[src/rtl/wl_arb_pkg.sv]
// Shared types and helpers for the round-robin weight-loader arbiter.
package wl_arb_pkg;

  // Largest channel count the one-hot helper covers.
  localparam int unsigned MAX_CH = 32;

  typedef enum logic [1:0] {
    S_IDLE   = 2'd0,
    S_START  = 2'd1,
    S_STREAM = 2'd2,
    S_DONE   = 2'd3
  } state_t;

  // Index width for an n-entry pointer, never below one bit.
  function automatic int unsigned ptr_w(input int unsigned n);
    return (n < 2) ? 1 : $clog2(n);
  endfunction

  // One-hot vector with bit idx set; callers truncate to their channel count.
  function automatic logic [MAX_CH-1:0] onehot_max(input int unsigned idx);
    return MAX_CH'(1) << idx;
  endfunction

endpackage

[src/rtl/wl_rr_picker.sv]
// Combinational round-robin picker: first set request after last owner.
module wl_rr_picker
  import wl_arb_pkg::*;
#(
  parameter int unsigned N_CH  = 4,
  localparam int unsigned PTR_W = ptr_w(N_CH)
) (
  input  logic [N_CH-1:0]  req,
  input  logic [PTR_W-1:0] last,
  output logic [N_CH-1:0]  pick,
  output logic [PTR_W-1:0] idx,
  output logic             any
);

  int unsigned      c;
  logic [PTR_W-1:0] ci;

  // Scan channels last+1 .. last+N_CH (mod N_CH); the first hit wins.
  always_comb begin
    pick = '0;
    idx  = '0;
    any  = 1'b0;
    c    = 0;
    ci   = '0;
    for (int unsigned k = 1; k <= N_CH; k++) begin
      c = 32'(last) + k;
      if (c >= N_CH) c = c - N_CH;
      ci = PTR_W'(c);
      if (!any && req[ci]) begin
        any  = 1'b1;
        idx  = ci;
        pick = N_CH'(onehot_max(c));
      end
    end
  end

endmodule

[src/rtl/weight_loader_arbiter_rr.sv]
// N-channel round-robin arbiter for one shared weight loader, with stream demux,
// beat-count checking and a stall watchdog.
module weight_loader_arbiter_rr
  import wl_arb_pkg::*;
#(
  parameter int unsigned N_CH    = 4,
  parameter int unsigned ADDR_W  = 32,
  parameter int unsigned DATA_W  = 128,
  parameter int unsigned CNT_W   = 17,
  parameter int unsigned TMO_W   = 16,
  parameter int unsigned TMO_CYC = 4096
) (
  input  logic                     clk,
  input  logic                     rst,
  input  logic [N_CH-1:0]          req,
  input  logic [N_CH*ADDR_W-1:0]   req_base,
  input  logic [N_CH*CNT_W-1:0]    req_count,
  output logic [N_CH-1:0]          grant,
  output logic [N_CH-1:0]          out_valid,
  output logic [DATA_W-1:0]        out_data,
  output logic [N_CH-1:0]          done,
  output logic                     err_len,
  output logic                     err_tmo,
  output logic                     ldr_start,
  output logic [ADDR_W-1:0]        ldr_base,
  output logic [CNT_W-1:0]         ldr_count,
  input  logic                     ldr_valid,
  input  logic [DATA_W-1:0]        ldr_data,
  input  logic                     ldr_done
);

  localparam int unsigned PTR_W  = ptr_w(N_CH);
  localparam int unsigned BCNT_W = CNT_W + 1;
  localparam int unsigned TW1    = TMO_W + 1;

  state_t              state_q, state_d;
  logic [PTR_W-1:0]    ch_q, ch_d, last_q, last_d;
  logic [ADDR_W-1:0]   base_q, base_d;
  logic [CNT_W-1:0]    count_q, count_d;
  logic [BCNT_W-1:0]   beats_q, beats_d;
  logic [TMO_W-1:0]    tmo_q, tmo_d;
  logic                tmo_hit;

  logic [N_CH-1:0]     grant_q, grant_d;
  logic [N_CH-1:0]     out_valid_q, out_valid_d;
  logic [DATA_W-1:0]   out_data_q, out_data_d;
  logic [N_CH-1:0]     done_q, done_d;
  logic                err_len_q, err_len_d;
  logic                err_tmo_q, err_tmo_d;
  logic                ldr_start_q, ldr_start_d;

  logic [N_CH-1:0]     pick_oh;
  logic [PTR_W-1:0]    pick_idx;
  logic                pick_any;
  logic [N_CH-1:0]     ch_oh;

  logic [ADDR_W-1:0]   base_arr  [N_CH];
  logic [CNT_W-1:0]    count_arr [N_CH];

  // Per-channel views of the flattened base/count buses.
  for (genvar i = 0; i < N_CH; i++) begin : g_unpack
    assign base_arr[i]  = req_base[i*ADDR_W +: ADDR_W];
    assign count_arr[i] = req_count[i*CNT_W +: CNT_W];
  end

  wl_rr_picker #(.N_CH(N_CH)) u_picker (
    .req  (req),
    .last (last_q),
    .pick (pick_oh),
    .idx  (pick_idx),
    .any  (pick_any)
  );

  assign ch_oh = N_CH'(onehot_max(32'(ch_q)));

  // Next state and next values of every registered output.
  always_comb begin
    state_d     = state_q;
    ch_d        = ch_q;
    last_d      = last_q;
    base_d      = base_q;
    count_d     = count_q;
    beats_d     = beats_q;
    tmo_d       = tmo_q;
    tmo_hit     = 1'b0;
    grant_d     = grant_q;
    out_valid_d = '0;
    out_data_d  = out_data_q;
    done_d      = '0;
    err_len_d   = 1'b0;
    err_tmo_d   = 1'b0;
    ldr_start_d = 1'b0;

    unique case (state_q)
      S_IDLE: begin
        grant_d = '0;
        if (pick_any) begin
          ch_d    = pick_idx;
          base_d  = base_arr[pick_idx];
          count_d = count_arr[pick_idx];
          beats_d = '0;
          tmo_d   = '0;
          grant_d = pick_oh;
          if (count_arr[pick_idx] != '0) begin
            state_d     = S_START;
            ldr_start_d = 1'b1;
          end else begin
            // Zero-length request completes without touching the loader.
            state_d = S_DONE;
            done_d  = pick_oh;
          end
        end
      end

      S_START: begin
        state_d = S_STREAM;
      end

      S_STREAM: begin
        if (ldr_valid) begin
          out_valid_d = ch_oh;
          out_data_d  = ldr_data;
          if (beats_q != '1) beats_d = beats_q + BCNT_W'(1);
        end
        if (ldr_valid || ldr_done) begin
          tmo_d = '0;
        end else if (TMO_CYC != 0) begin
          tmo_d   = tmo_q + TMO_W'(1);
          tmo_hit = (TW1'(tmo_q) + TW1'(1)) == TW1'(TMO_CYC);
        end
        if (ldr_done) begin
          state_d   = S_DONE;
          done_d    = ch_oh;
          err_len_d = (beats_d != {1'b0, count_q});
        end else if (tmo_hit) begin
          state_d   = S_DONE;
          done_d    = ch_oh;
          err_tmo_d = 1'b1;
        end
      end

      S_DONE: begin
        state_d = S_IDLE;
        grant_d = '0;
        last_d  = ch_q;
      end

      default: begin
        state_d = S_IDLE;
        grant_d = '0;
      end
    endcase
  end

  // State, transfer latches and output registers.
  always_ff @(posedge clk) begin
    if (rst) begin
      state_q     <= S_IDLE;
      ch_q        <= '0;
      last_q      <= PTR_W'(N_CH - 1);
      base_q      <= '0;
      count_q     <= '0;
      beats_q     <= '0;
      tmo_q       <= '0;
      grant_q     <= '0;
      out_valid_q <= '0;
      out_data_q  <= '0;
      done_q      <= '0;
      err_len_q   <= 1'b0;
      err_tmo_q   <= 1'b0;
      ldr_start_q <= 1'b0;
    end else begin
      state_q     <= state_d;
      ch_q        <= ch_d;
      last_q      <= last_d;
      base_q      <= base_d;
      count_q     <= count_d;
      beats_q     <= beats_d;
      tmo_q       <= tmo_d;
      grant_q     <= grant_d;
      out_valid_q <= out_valid_d;
      out_data_q  <= out_data_d;
      done_q      <= done_d;
      err_len_q   <= err_len_d;
      err_tmo_q   <= err_tmo_d;
      ldr_start_q <= ldr_start_d;
    end
  end

  assign grant     = grant_q;
  assign out_valid = out_valid_q;
  assign out_data  = out_data_q;
  assign done      = done_q;
  assign err_len   = err_len_q;
  assign err_tmo   = err_tmo_q;
  assign ldr_start = ldr_start_q;
  assign ldr_base  = base_q;
  assign ldr_count = count_q;

endmodule
[config.mk]
export PLATFORM = sky130hd
export DESIGN_NAME = weight_loader_arbiter_rr
export DESIGN_NICKNAME = d
export VERILOG_FILES = /design/src/rtl/wl_arb_pkg.sv /design/src/rtl/wl_rr_picker.sv /design/src/rtl/weight_loader_arbiter_rr.sv
export SDC_FILE = /design/constraint.sdc
export NUM_CORES = 1
export LEC_CHECK = 0
export ABC_AREA = 1
export CAP_MARGIN = 10
export CELL_PAD_IN_SITES_DETAIL_PLACEMENT = 1
export CELL_PAD_IN_SITES_GLOBAL_PLACEMENT = 1
export CORE_UTILIZATION = 28
export DETAILED_ROUTE_END_ITERATION = 8
export GPL_ROUTABILITY_DRIVEN = 0
export PLACE_DENSITY = 0.82
export SLEW_MARGIN = 20
export SYNTH_ARGS = -nofsm -noshare
export SYNTH_HDL_FRONTEND = slang
export SYNTH_SLANG_ARGS = --single-unit
[constraint.sdc]
create_clock -name clk -period 3.2 [get_ports clk]
set_clock_uncertainty 0.15 [all_clocks]
set_input_delay 0.64 -clock clk [delete_from_list [all_inputs] [get_ports clk]]
set_output_delay 0.64 -clock clk [all_outputs]
set_load 0.1 [all_outputs]
==> results.yml <==
global_route:
  grt_max_degree: 123
  grt_pass1_wl_um: 74900
  grt_usage_pct: 22.5
  grt_pass1_vias: 13834
  globalRouteOverflowTotal: 0
  grt_antenna_before_repair: 0
pwr:
  ir_drop_uv: 437
  pwr-share-seq_pct: 21.9
  p_leak_uw: 0.00770
  clkPwrFrac_pct: 17.4
  intPower_uw: 8310
  swShare_pct: 53.5
  p_sw_uw: 9570
  pwr-share-comb_pct: 60.8
  powerDensity_nw_per_um2: 999
synthesis:
  synthCells: 1699
  synth_nets: 2044
  ys_warn_count: 0
  synth_cell_types: 42
  seq_area_frac_synth_pct: 40.6
  avgSynthCellArea_um2: 6.74
  synth_seq_cells: 232
  synth_area_um2: 11500
clock_network:
  cts_inserted_buffers: 27
  worstSkewPairLatency_ns: 0.55
  path_clk_slew_ns: 0.06
  cts-htree-levels: 1
  cts-root-buf: "clkbuf_16"
  clockBufferDepth: 3
  cts.sinks: 232
  cts_tree: "built"
final_layout:
  final_cell_mix: "nor2_1, clkdlybuf4s50_1, buf_4"
  nNetsFinal: 2552
  drive_above_1_share_pct: 15.0
  final-seq-area_um2: 4650
  fill_cells: 5040
  syn_to_final_growth_pct: 56.3
  post-route-util_pct: 44.7
  final_common_cell: "nor2_1"
  diodes: 0
  multi_input_area_um2: 5880
placed_design:
  portBuffers: 523
  hpwlAfterDp_um: 37700
  post-place-ws_ns: -0.222
routing:
  drtIter0Drc: 697
  wire_per_inst_um: 18.1
  drcViolationCount: 0
  ant_nets: 0
  finalWirelength_um: 49700
  viasPerCell: 4.85
  firstDrtPassIters: 4
  num_vias: 13339
hold_path:
  hp-class: "flip-flop to flip-flop"
  holdPathStages: 2
setup_path:
  worst-setup-path-type: "flip-flop to flip-flop"
  reg2reg_depth: 20
  worstSetupEndpoint: "done[2]"
  cp.arrival_ns: 3.27
  reg2reg_to: "done[2]"
  crit_path_start: "last_q[0]"
  cpMostUsedCell: "nand2_1"
  start_kind: "flip-flop"
  r2r_setup_slack_ns: 0.24
  cp_cell_sequence: "inv_8, ha_2, inv_1, nand3_2, nand2_4, inv_2, o21ai_2, nand2_1, nand2_4, nand2_8, inv_2, nand2_1, nand2_1, nand2_1, nand2_1, nor2_1, nand2_1, nor2_4, nand4_1, a21oi_1"
  slowest_delay_ns: 0.39
  critPathTopFamily: "simple AND/OR/NAND/NOR gates"
  critical_path.max_fanout: 24
  r2r_start: "last_q[0]"
  crit_path_top_delay_cell: "dfxtp_2"
  path_depth: 20
  cp.required_ns: 3.51
  crit_buf_inv: 4
  end_kind: "flip-flop"
floorplanning:
  num_io_pins: 524
  dieArea_um2: 41700
  row_count: 73
  core-area_um2: 40000
  die_y_um: 204
  die_width_um: 204
  floorplan.initialDensity_pct: 28.6
sta:
  final.min_clock_period_ns: 2.96
  max_freq_mhz: 338
  setup_slack_ns: 0.238
  grt_setup_unrepaired: "false"
  final.period_utilization_pct: 92.6
  finalSetupViolCount: 0
  drv_slew: 0
  slew_headroom_pct: 34.6
  timing.hold.ws_ns: 0.322
  worst_pin_slew_ns: 0.981
  hold_viol_final: 0
job:
  cap_violations: 0
outcome:
  status: "completed"
==> power by group through the flow <==
stage,clock network [uW],logic (uW),registers (uW)
after global placement,0,10600,3930
after CTS,3190,10900,3920
after floorplan,0,3630,7840
after global routing,3310,11500,3980
final,3100,10900,3910
after detailed placement,0,10800,3970
==> layout make-up <==
| type | instances | area share, % |
|---|---|---|
| Multi-Input combinational cell | 1231 | 32.9 |
| Timing Repair Buffer | 581 | 29.8 |
| Sequential cell | 232 | 26.0 |
| Inverter | 134 | 2.87 |
| Tap cell | 525 | 3.67 |
| Clock buffer | 41 | 4.35 |
| Clock inverter | 7 | 0.524 |
==> cell usage after synthesis (all sizes together) <==
cell	instances	area share, %
a211oi	5	0.33
a21boi	1	0.066
a21oi	52	2.4
a2bb2oi	4	0.31
buf	25	1.4
clkbuf	78	2.6
clkinv	1	0.033
dfxtp	232	41
ha	13	1.4
inv	133	4.4
nand2	226	7.9
nand3	96	4.4
nand3b	8	0.52
nand4	17	0.93
nor2	450	15
nor3	17	0.79
nor4	2	0.11
o211ai	11	0.72
o21a	2	0.13
o21ai	253	11
o22ai	32	1.7
or2	6	0.33
xnor2	6	0.46
xnor3	1	0.20
xor2	28	2.1
==> registers in the layout (all words and copies together), names as in the netlist, 2 cells and up <==
name,count
out_data,128
out_valid,4
ch_q,2
state_q,2
beats_q,18
tmo_q,16
last_q,2
ldr_count,17
ldr_base,32
grant,4
done,4
==> worst min path at each step <==
stage / from / end
after floorplan: tmo_q[9] / tmo_q[9]
after global placement: grant[3] / grant[3]
after detailed placement: tmo_q[9] / tmo_q[9]
after CTS: tmo_q[9] / tmo_q[9]
after global routing: grant[0] / grant[0]
final: tmo_q[9] / tmo_q[9]
==> per-stage QoR <==
| step | instance area (um2) | TNS, ns | power, uW | std cells |
|---|---|---|---|---|
| 2_1_floorplan | 11500 | 0 | 11500 | 1699 |
| 3_3_place_gp | 17000 | -1.07 | 14500 | 2702 |
| 3_5_place_dp | 17000 | -4.38 | 14800 | 2702 |
| 4_1_cts | 17900 | 0 | 18000 | 2750 |
| 5_1_grt | 17900 | 0 | 18800 | 2751 |
| 6_report | 17900 | 0 | 17900 | 2751 |
==> metal layers <==
layer / routed length, um / GRT usage, % / vias up / part of all wire, %
met5: 0 / 0 / - / 0
met4: 1490 / 6.48 / 0 / 3.0
li1: - / - / 6504 / -
met3: 2460 / 4.75 / 82 / 4.9
met2: 26600 / 43.5 / 354 / 54
met1: 19100 / 24.2 / 6399 / 38
==> worst reg2reg max path: stages, from the launching register on <==
cell and delay, ns:
dfxtp_2 0.39, inv_8 0.03, ha_2 0.38, inv_1 0.12, nand3_2 0.12, nand2_4 0.09
inv_2 0.07, o21ai_2 0.05, nand2_1 0.10, nand2_4 0.09, nand2_8 0.15, inv_2 0.16
nand2_1 0.09, nand2_1 0.05, nand2_1 0.05, nand2_1 0.09, nor2_1 0.12, nand2_1 0.11
nor2_4 0.21, nand4_1 0.12, a21oi_1 0.15
==> cell families (layout without fill, tap and decap cells) <==
logic type / after synthesis / after routing / share of synthesized area, %
flip-flops: 232 / 232 / 40.6
buffers and inverters: 237 / 763 / 8.40
adder cells (fa/ha/maj): 13 / 13 / 1.42
AO/OA/AOI/OAI: 360 / 361 / 16.8
XOR/XNOR: 35 / 35 / 2.80
AND/OR/NAND/NOR: 822 / 822 / 30.0
==> timing repair <==
item,in CTS,in global routing
gates resized for setup,0,6
setup buffers,0,0
hold buffers,0,0
endpoints found under the hold margin,0,0
endpoints found under the setup margin,0,31
(Power assumes the default switching activity.)
